### src/rtl/regfile_wb_scoreboard_pkg.sv
// Shared definitions for the register-file writeback controller.
//   NREG / AW / DW     : architectural register count, address and data widths
//   STARVE_LIMIT_DEF   : default number of ALU-blocked cycles before override
//   CW                 : starvation counter width (holds limits 1..15)
//   REG_ZERO           : the hard-wired zero register index
//   wb_req_t           : one writeback request (valid, destination, data)
package regfile_wb_scoreboard_pkg;

    localparam int NREG             = 32;
    localparam int AW               = 5;
    localparam int DW               = 32;
    localparam int STARVE_LIMIT_DEF = 4;
    localparam int CW               = 4;

    localparam logic [AW-1:0] REG_ZERO = '0;

    typedef struct packed {
        logic          valid;
        logic [AW-1:0] rd;
        logic [DW-1:0] data;
    } wb_req_t;

endpackage

### src/rtl/regfile_wb_scoreboard_wb_arbiter.sv
// Two-requester arbiter for the single register-file write port.
// MEM normally wins; an ALU request that has been blocked for STARVE_LIMIT
// consecutive cycles takes the port on the next cycle it waits.
// Ports:
//   clk, rst_n          : clock, asynchronous active-low reset
//   alu_req, mem_req    : incoming writeback requests
//   alu_ready, mem_ready: grants (combinational from valid and counter)
//   grant               : the granted request (valid=0 when nobody wins)
// Handshake: a transfer fires when valid && ready; a requester holds its
// payload stable while valid && !ready.
module regfile_wb_scoreboard_wb_arbiter
    import regfile_wb_scoreboard_pkg::*;
#(
    parameter int STARVE_LIMIT = STARVE_LIMIT_DEF
) (
    input  logic    clk,
    input  logic    rst_n,
    input  wb_req_t alu_req,
    input  wb_req_t mem_req,
    output logic    alu_ready,
    output logic    mem_ready,
    output wb_req_t grant
);

    localparam logic [CW-1:0] LIMIT = STARVE_LIMIT[CW-1:0];

    logic [CW-1:0] starve_cnt;
    logic          alu_override;

    assign alu_override = (starve_cnt == LIMIT);
    assign mem_ready    = mem_req.valid && !alu_override;
    assign alu_ready    = alu_req.valid && !(mem_req.valid && !alu_override);

    always_comb begin
        grant = '0;
        if (mem_ready) begin
            grant = mem_req;
        end else if (alu_ready) begin
            grant = alu_req;
        end
    end

    // Counts consecutive cycles the ALU waits; saturates so the override
    // stays asserted until the ALU is actually served.
    always_ff @(posedge clk or negedge rst_n) begin
        if (!rst_n) begin
            starve_cnt <= '0;
        end else if (!alu_req.valid || alu_ready) begin
            starve_cnt <= '0;
        end else if (starve_cnt != LIMIT) begin
            starve_cnt <= starve_cnt + {{(CW-1){1'b0}}, 1'b1};
        end
    end

endmodule

### src/rtl/regfile_wb_scoreboard.sv
// Controller in front of the 32x32 register file: arbitrates the write port
// between ALU and load writeback, keeps a busy scoreboard of pending
// destinations and stalls issue on RAW/WAW hazards.
// Ports:
//   iss_valid/iss_ready, iss_rs1, iss_rs2, iss_rd, iss_wr : issue handshake
//   alu_valid/alu_ready, alu_rd, alu_data                 : ALU writeback
//   mem_valid/mem_ready, mem_rd, mem_data                 : load writeback
//   rf_we, rf_rd, rf_wdata : registered register-file write port
//   busy_mask              : scoreboard, bit i = register i pending
// Handshake: every channel transfers when valid && ready; the sender holds
// its payload stable while valid && !ready. Issue readiness depends only on
// registered busy bits, so there is no path between issue and writeback
// ready signals.
module regfile_wb_scoreboard #(
    parameter int NREG         = 32,
    parameter int AW           = 5,
    parameter int DW           = 32,
    parameter int STARVE_LIMIT = 4
) (
    input  logic            clk,
    input  logic            rst_n,
    input  logic            iss_valid,
    output logic            iss_ready,
    input  logic [AW-1:0]   iss_rs1,
    input  logic [AW-1:0]   iss_rs2,
    input  logic [AW-1:0]   iss_rd,
    input  logic            iss_wr,
    input  logic            alu_valid,
    output logic            alu_ready,
    input  logic [AW-1:0]   alu_rd,
    input  logic [DW-1:0]   alu_data,
    input  logic            mem_valid,
    output logic            mem_ready,
    input  logic [AW-1:0]   mem_rd,
    input  logic [DW-1:0]   mem_data,
    output logic            rf_we,
    output logic [AW-1:0]   rf_rd,
    output logic [DW-1:0]   rf_wdata,
    output logic [NREG-1:0] busy_mask
);

    import regfile_wb_scoreboard_pkg::wb_req_t;
    import regfile_wb_scoreboard_pkg::REG_ZERO;

    wb_req_t alu_req;
    wb_req_t mem_req;
    wb_req_t grant;

    logic [NREG-1:0] busy_q;
    logic [NREG-1:0] set_vec;
    logic [NREG-1:0] clr_vec;
    logic [NREG-1:0] busy_nxt;

    assign alu_req = '{valid: alu_valid, rd: alu_rd, data: alu_data};
    assign mem_req = '{valid: mem_valid, rd: mem_rd, data: mem_data};

    regfile_wb_scoreboard_wb_arbiter #(
        .STARVE_LIMIT (STARVE_LIMIT)
    ) u_arb (
        .clk       (clk),
        .rst_n     (rst_n),
        .alu_req   (alu_req),
        .mem_req   (mem_req),
        .alu_ready (alu_ready),
        .mem_ready (mem_ready),
        .grant     (grant)
    );

    // busy_q[0] is held at zero, so x0 operands never stall.
    assign iss_ready = iss_valid
                     && !busy_q[iss_rs1]
                     && !busy_q[iss_rs2]
                     && !(iss_wr && busy_q[iss_rd]);

    assign busy_mask = busy_q;

    // Clear is applied before set so a same-register set/clear leaves it busy.
    always_comb begin
        set_vec = '0;
        clr_vec = '0;
        if (iss_ready && iss_wr && (iss_rd != REG_ZERO)) begin
            set_vec[iss_rd] = 1'b1;
        end
        if (grant.valid && (grant.rd != REG_ZERO)) begin
            clr_vec[grant.rd] = 1'b1;
        end
        busy_nxt    = (busy_q & ~clr_vec) | set_vec;
        busy_nxt[0] = 1'b0;
    end

    always_ff @(posedge clk or negedge rst_n) begin
        if (!rst_n) begin
            busy_q <= '0;
        end else begin
            busy_q <= busy_nxt;
        end
    end

    // Address and data hold when idle; only the enable drops.
    always_ff @(posedge clk or negedge rst_n) begin
        if (!rst_n) begin
            rf_we    <= 1'b0;
            rf_rd    <= '0;
            rf_wdata <= '0;
        end else if (grant.valid) begin
            rf_we    <= (grant.rd != REG_ZERO);
            rf_rd    <= grant.rd;
            rf_wdata <= grant.data;
        end else begin
            rf_we    <= 1'b0;
        end
    end

endmodule

### config.mk
export PLATFORM = sky130hd
export DESIGN_NAME = regfile_wb_scoreboard
export DESIGN_NICKNAME = d
export VERILOG_FILES = /design/src/rtl/regfile_wb_scoreboard_pkg.sv /design/src/rtl/regfile_wb_scoreboard_wb_arbiter.sv /design/src/rtl/regfile_wb_scoreboard.sv
export SDC_FILE = /design/constraint.sdc
export NUM_CORES = 1
export LEC_CHECK = 0
export ABC_AREA = 1
export CAP_MARGIN = 20
export CORE_MARGIN = 1
export CORE_UTILIZATION = 35
export CTS_BUF_LIST = sky130_fd_sc_hd__clkbuf_4
export DETAILED_ROUTE_END_ITERATION = 7
export PLACE_DENSITY_LB_ADDON = 0.2
export SKIP_CTS_REPAIR_TIMING = 1
export SYNTH_ARGS = -nofsm -noshare
export SYNTH_HDL_FRONTEND = slang
export SYNTH_HIERARCHICAL = 1
export SYNTH_SLANG_ARGS = --single-unit
### constraint.sdc
create_clock -name clk -period 3.15 [get_ports clk]
set_input_delay 0.945 -clock clk [delete_from_list [all_inputs] [get_ports clk]]
set_output_delay 0.945 -clock clk [all_outputs]
set_load 0.05 [all_outputs]
# [Word-level counts from Yosys, hierarchy flattened]
# Cells that the tools add are included.
[op_classes] n_reduce_logical=21 magnitude_cmp=6 bitwise=3 n_addsub=1 n_eq_ne=2 mux=17
[ops] op="38-bit 2-to-1 mux" n=2
[ops] op="32-bit 2-to-1 mux" n=2
[ops] op="32-bit AND" n=1
[ops] op="32-bit inverter" n=1
[ops] op="32-bit bitwise OR" n=1
[ops] op="5-bit by 6-bit less-than comparator with 1-bit output (second input constant)" n=4
[ops] op="1-bit binary-select mux with 5-bit select" n=3
[ops] op="1-bit logical AND" n=11
[ops] op="1-bit demux with 5-bit select" n=2
[ops] op="5-bit by 1-bit >= comparator with 1-bit output (second input constant)" n=2
[ops] op="5-bit nonzero test" n=2
[ops] op="4-bit 2-to-1 mux" n=2
[ops] op="1-bit logical NOT" n=6
[ops] op="1-bit 2-to-1 mux" n=6
[ops] op="4-bit by 1-bit adder with 4-bit output (second input constant)" n=1
[ops] op="4-bit by 3-bit == test with 1-bit output (second input constant)" n=1
[ops] op="4-bit by 3-bit != test with 1-bit output (second input constant)" n=1
[ops] op="2-bit nonzero test" n=1
[ops] op="1-bit logical OR" n=1
[totals] register_bits=73 in_bits=95 output_inout_bits=73

# [Logic depth before layout (Yosys ltp)]
[depth] word_depth=15 depth_mapped=14 ltp_nobuf=11

# [Hierarchy]
# Netlist, hierarchy kept.
[modules_own_cells] mod="regfile_wb_scoreboard" cells_per_inst=547 area_each_um2=4180.3 instances=1 seq_area_each_um2=1726.7
[modules_own_cells] mod="regfile_wb_scoreboard_wb_arbiter" cells_per_inst=153 area_each_um2=814.5 instances=1 seq_area_each_um2=100.1

# [Worst setup path before layout]
# OpenSTA, ideal clock, no wires.
[synth_path] kind="input to output" startpoint="input port iss_rd[1]" endpoint="output port iss_ready" required_time_ns=2.205 path_buffers=1 path_slack_ns=-0.076 stages=11 t_arrival_ns=2.281 path_cell_list="buf_4 -> inv_4 -> nor2_2 -> nand2_1 -> nand3_1 -> nand2_1 -> nand2_1 -> nor2_1 -> nand2_2 -> a21oi_4 -> and2_1"
[synth_between] elab_chain_len=5
[synth_rtl] item="start: declaration" line="regfile_wb_scoreboard.sv:26" source="input logic [AW-1:0] iss_rd,"
[synth_rtl] item="1-bit binary-select mux with 5-bit select" line="regfile_wb_scoreboard.sv:73" source="&& !(iss_wr && busy_q[iss_rd]);"
[synth_rtl] item="1-bit 2-to-1 mux (implied by the code)" line="regfile_wb_scoreboard.sv:73"
[synth_rtl] item="1-bit logical AND" line="regfile_wb_scoreboard.sv:73"
[synth_rtl] item="1-bit logical NOT" line="regfile_wb_scoreboard.sv:73"
[synth_rtl] item="1-bit logical AND" line="regfile_wb_scoreboard.sv:73"
[synth_rtl] item="end: declaration" line="regfile_wb_scoreboard.sv:23" source="output logic iss_ready,"
# No other way between the ends. The select of a mux whose other input is x is not followed.

# [Worst setup path in the final report]
[layout_path] startpoint="input port iss_rs1[0]" endpoint="output port iss_ready"
[layout_between] elab_chain_len=6
[layout_rtl] item="start: declaration" line="regfile_wb_scoreboard.sv:24" source="input logic [AW-1:0] iss_rs1,"
[layout_rtl] item="1-bit binary-select mux with 5-bit select" line="regfile_wb_scoreboard.sv:71" source="&& !busy_q[iss_rs1]"
[layout_rtl] item="1-bit 2-to-1 mux (implied by the code)" line="regfile_wb_scoreboard.sv:71"
[layout_rtl] item="1-bit logical NOT" line="regfile_wb_scoreboard.sv:71"
[layout_rtl] item="1-bit logical AND" line="regfile_wb_scoreboard.sv:71"
[layout_rtl] item="1-bit logical AND" line="regfile_wb_scoreboard.sv:72" source="&& !busy_q[iss_rs2]"
[layout_rtl] item="1-bit logical AND" line="regfile_wb_scoreboard.sv:73"
# No other way between the ends. The select of a mux whose other input is x is not followed.

==> results.tsv <==
metric	value	unit
status	finished with violations	
violations	setup timing	
fmax	0.313	GHz
startpoint_type	primary input	
grt_pass1_vias	5432	
powerDensity	412	nW/um^2
gp_congestion	0.959	
p_leak	3.57	nW
crit_slowest_cell	and2_4	
worst_pin_slew	0.945	ns
cp_num_buf_inv	4	
path_max_fanout	8	
clock-sinks	73	
num_rows	43	
clkTransAtPathRegs	0.12	ns
cts_tree	built	
start_util	36.0	%
endpoint_kind	primary output	
synth_warnings	6	
tns	-0.0458	ns
wl_met2	8500	microns
fill_cells	1343	
arrival	2.25	ns
postLayoutCellArea	7370	sq um
grt_pass1_wl	27500	microns
grt_antenna_before_repair	1	
finalHoldViolCount	0	
worstSetupPathType	primary input to primary output	
ant_nets	0	
track_usage	24.1	%
hold_path.class	flop to flop	
cpPeakStageDelay	0.18	ns
io-pin-count	168	
dp_cells	1040	
instances_no_fill	1069	
top_layer	met4	
drt_wl_total	17900	microns
clock_skew	0.0133	ns
cts_root_buf	clkbuf_4	
cts-htree-levels	3	
overflow	0	
wirelength_met1	7270	microns
finalPower	3.04	mW
drv_cap	0	
netlist_area	4990	sq um
syn-num-nets	797	
avgRoutedWirePerCell	16.8	microns
grt_max_degree	74	
min_period_over_period	101	%
yosysUniqueCellTypes	31	
rsz0062_at_grt	true	
synthesis.instances	700	
max-vdd-ir-drop	216	uV
layout_commonest_cell	nand2_1	
setup_violations	1	
max_slew_margin	37.0	%
path_common_cell	nand2_1	
io_buffers	166	
core_area	13900	sq um
nNetsFinal	981	
syn_avg_cell_area	7.14	sq um
crit_required	2.20	ns
die_y	121	microns
viasPerCell	5.29	
drv_slew	0	
cts_made_buffers	9	
ys_seq_area_share	36.6	%
syn_to_final_growth	47.6	%
die_area	14800	sq um
dpl-instance-area	6910	sq um
clk_latency	0.44	ns
routed-wl-met3	1730	microns
drt_pass1_iterations	6	
dpl.hpwl	13200	microns
route.detailed.drc	0	
drive_above_1_share	16.1	%
clock_path_buffers	2	
crit_family	simple AND/OR/NAND/NOR gates	
final_cell_mix	186 x nand2_1, 149 x clkdlybuf4s50_1, 138 x nand3_1	
num_vias	5657	
ys_ff_latch	73	
setup_ws	-0.0458	ns
dr.first_iter.drc_count	467	
finalCriticalPeriod	3.20	ns
cp_cell_sequence	buf_4, clkbuf_16, clkinv_8, nand2_1, nand3_1, nand3_1, nand3_1, nand2_1, nand2_1, nand2_1, nor2_2, and2_4, buf_12	
die_w	121	microns
==> layout make-up <==
class / count / area [sq um] / share of cell area (%)
well taps: 180 / 225 / 3.05
repair buffers: 213 / 2190 / 29.8
clock buffers: 9 / 67.6 / 0.916
inverters: 69 / 297 / 4.02
diodes: 1 / 2.50 / 0.0339
repair inverters: 3 / 26.3 / 0.356
clock inverters: 6 / 43.8 / 0.594
multi-input cells: 515 / 2690 / 36.5
flip-flops and latches: 73 / 1830 / 24.8
==> Yosys cell counts <==
cell type	count	area, sq um
nand2_1	193	724
nand3_1	142	711
dfrtp_1	73	1830
inv_1	64	240
nor2_1	43	161
mux2_2	33	372
nand4_1	32	200
o21ai_0	30	150
buf_2	13	65.1
buf_4	11	82.6
buf_6	10	113
o21ai_1	10	50.1
nor3_1	8	40.0
clkbuf_1	7	26.3
o31ai_1	7	52.6
a21oi_1	4	20.0
nor2_2	3	18.8
ha_1	2	25.0
inv_2	2	7.51
inv_4	2	12.5
a21oi_2	1	8.76
a21oi_4	1	16.3
and2_1	1	6.26
buf_1	1	3.75
buf_8	1	15.0
clkinv_4	1	8.76
conb_1	1	3.75
nand2_2	1	6.26
nand2_4	1	11.3
o211ai_1	1	7.51
xnor2_1	1	8.76
==> metal layers <==
layer	track usage, %	vias up
met3	7.71	33
met1	30.0	2643
met5	0	-
met4	8.64	0
met2	38.8	284
li1	-	2697
==> registers in the layout, indices dropped and copies added, names as in the netlist <==
signal,cells
busy_mask,31
rf_rd,5
rf_wdata,32
rf_we,1
u_arb/starve_cnt,4
==> final timing paths <==
path                            slack, ns  depth (start not counted)             to           startpoint
worst max register to register       0.45                         13  busy_mask[20]  u_arb/starve_cnt[0]
worst max-delay path                -0.05                         13      iss_ready           iss_rs1[0]
min in group asynchronous            0.61                          1   rf_wdata[13]                rst_n
max in group asynchronous            1.90                          1   busy_mask[6]                rst_n
worst min-delay path                 0.53                          1    rf_wdata[1]          rf_wdata[1]
worst min register to register       0.53                          1    rf_wdata[1]          rf_wdata[1]
==> metrics by stage <==
step                      util (%)  hold WS (ns)  setup slack (ns)
after global routing          53.1         0.543            -0.108
after CTS                     50.6         0.527            -0.451
after global placement        49.8         0.490            -0.443
final                         53.1         0.525           -0.0458
after floorplan                  -         0.472            0.0490
after detailed placement      49.8         0.495            -0.432
==> logic make-up after synthesis <==
group | after synthesis | share of synthesized area, %
other | 1 | 0.0751
xor gates and xnor gates | 1 | 0.175
and+or+nand+nor | 424 | 37.6
AOI/OAI and AO/OA | 54 | 6.11
adders and majority gates | 2 | 0.501
buffers and inverters | 112 | 11.5
DFF | 73 | 36.6
muxes | 33 | 7.44
==> power breakdown <==
group	switching (mW)	leakage, nW	internal [mW]
logic	0.852	2.58	0.510
clock network	0.368	0.0504	0.158
registers	0.107	0.944	1.04
total	1.33	3.57	1.71
Note: power is estimated with default switching activity, not from simulation.
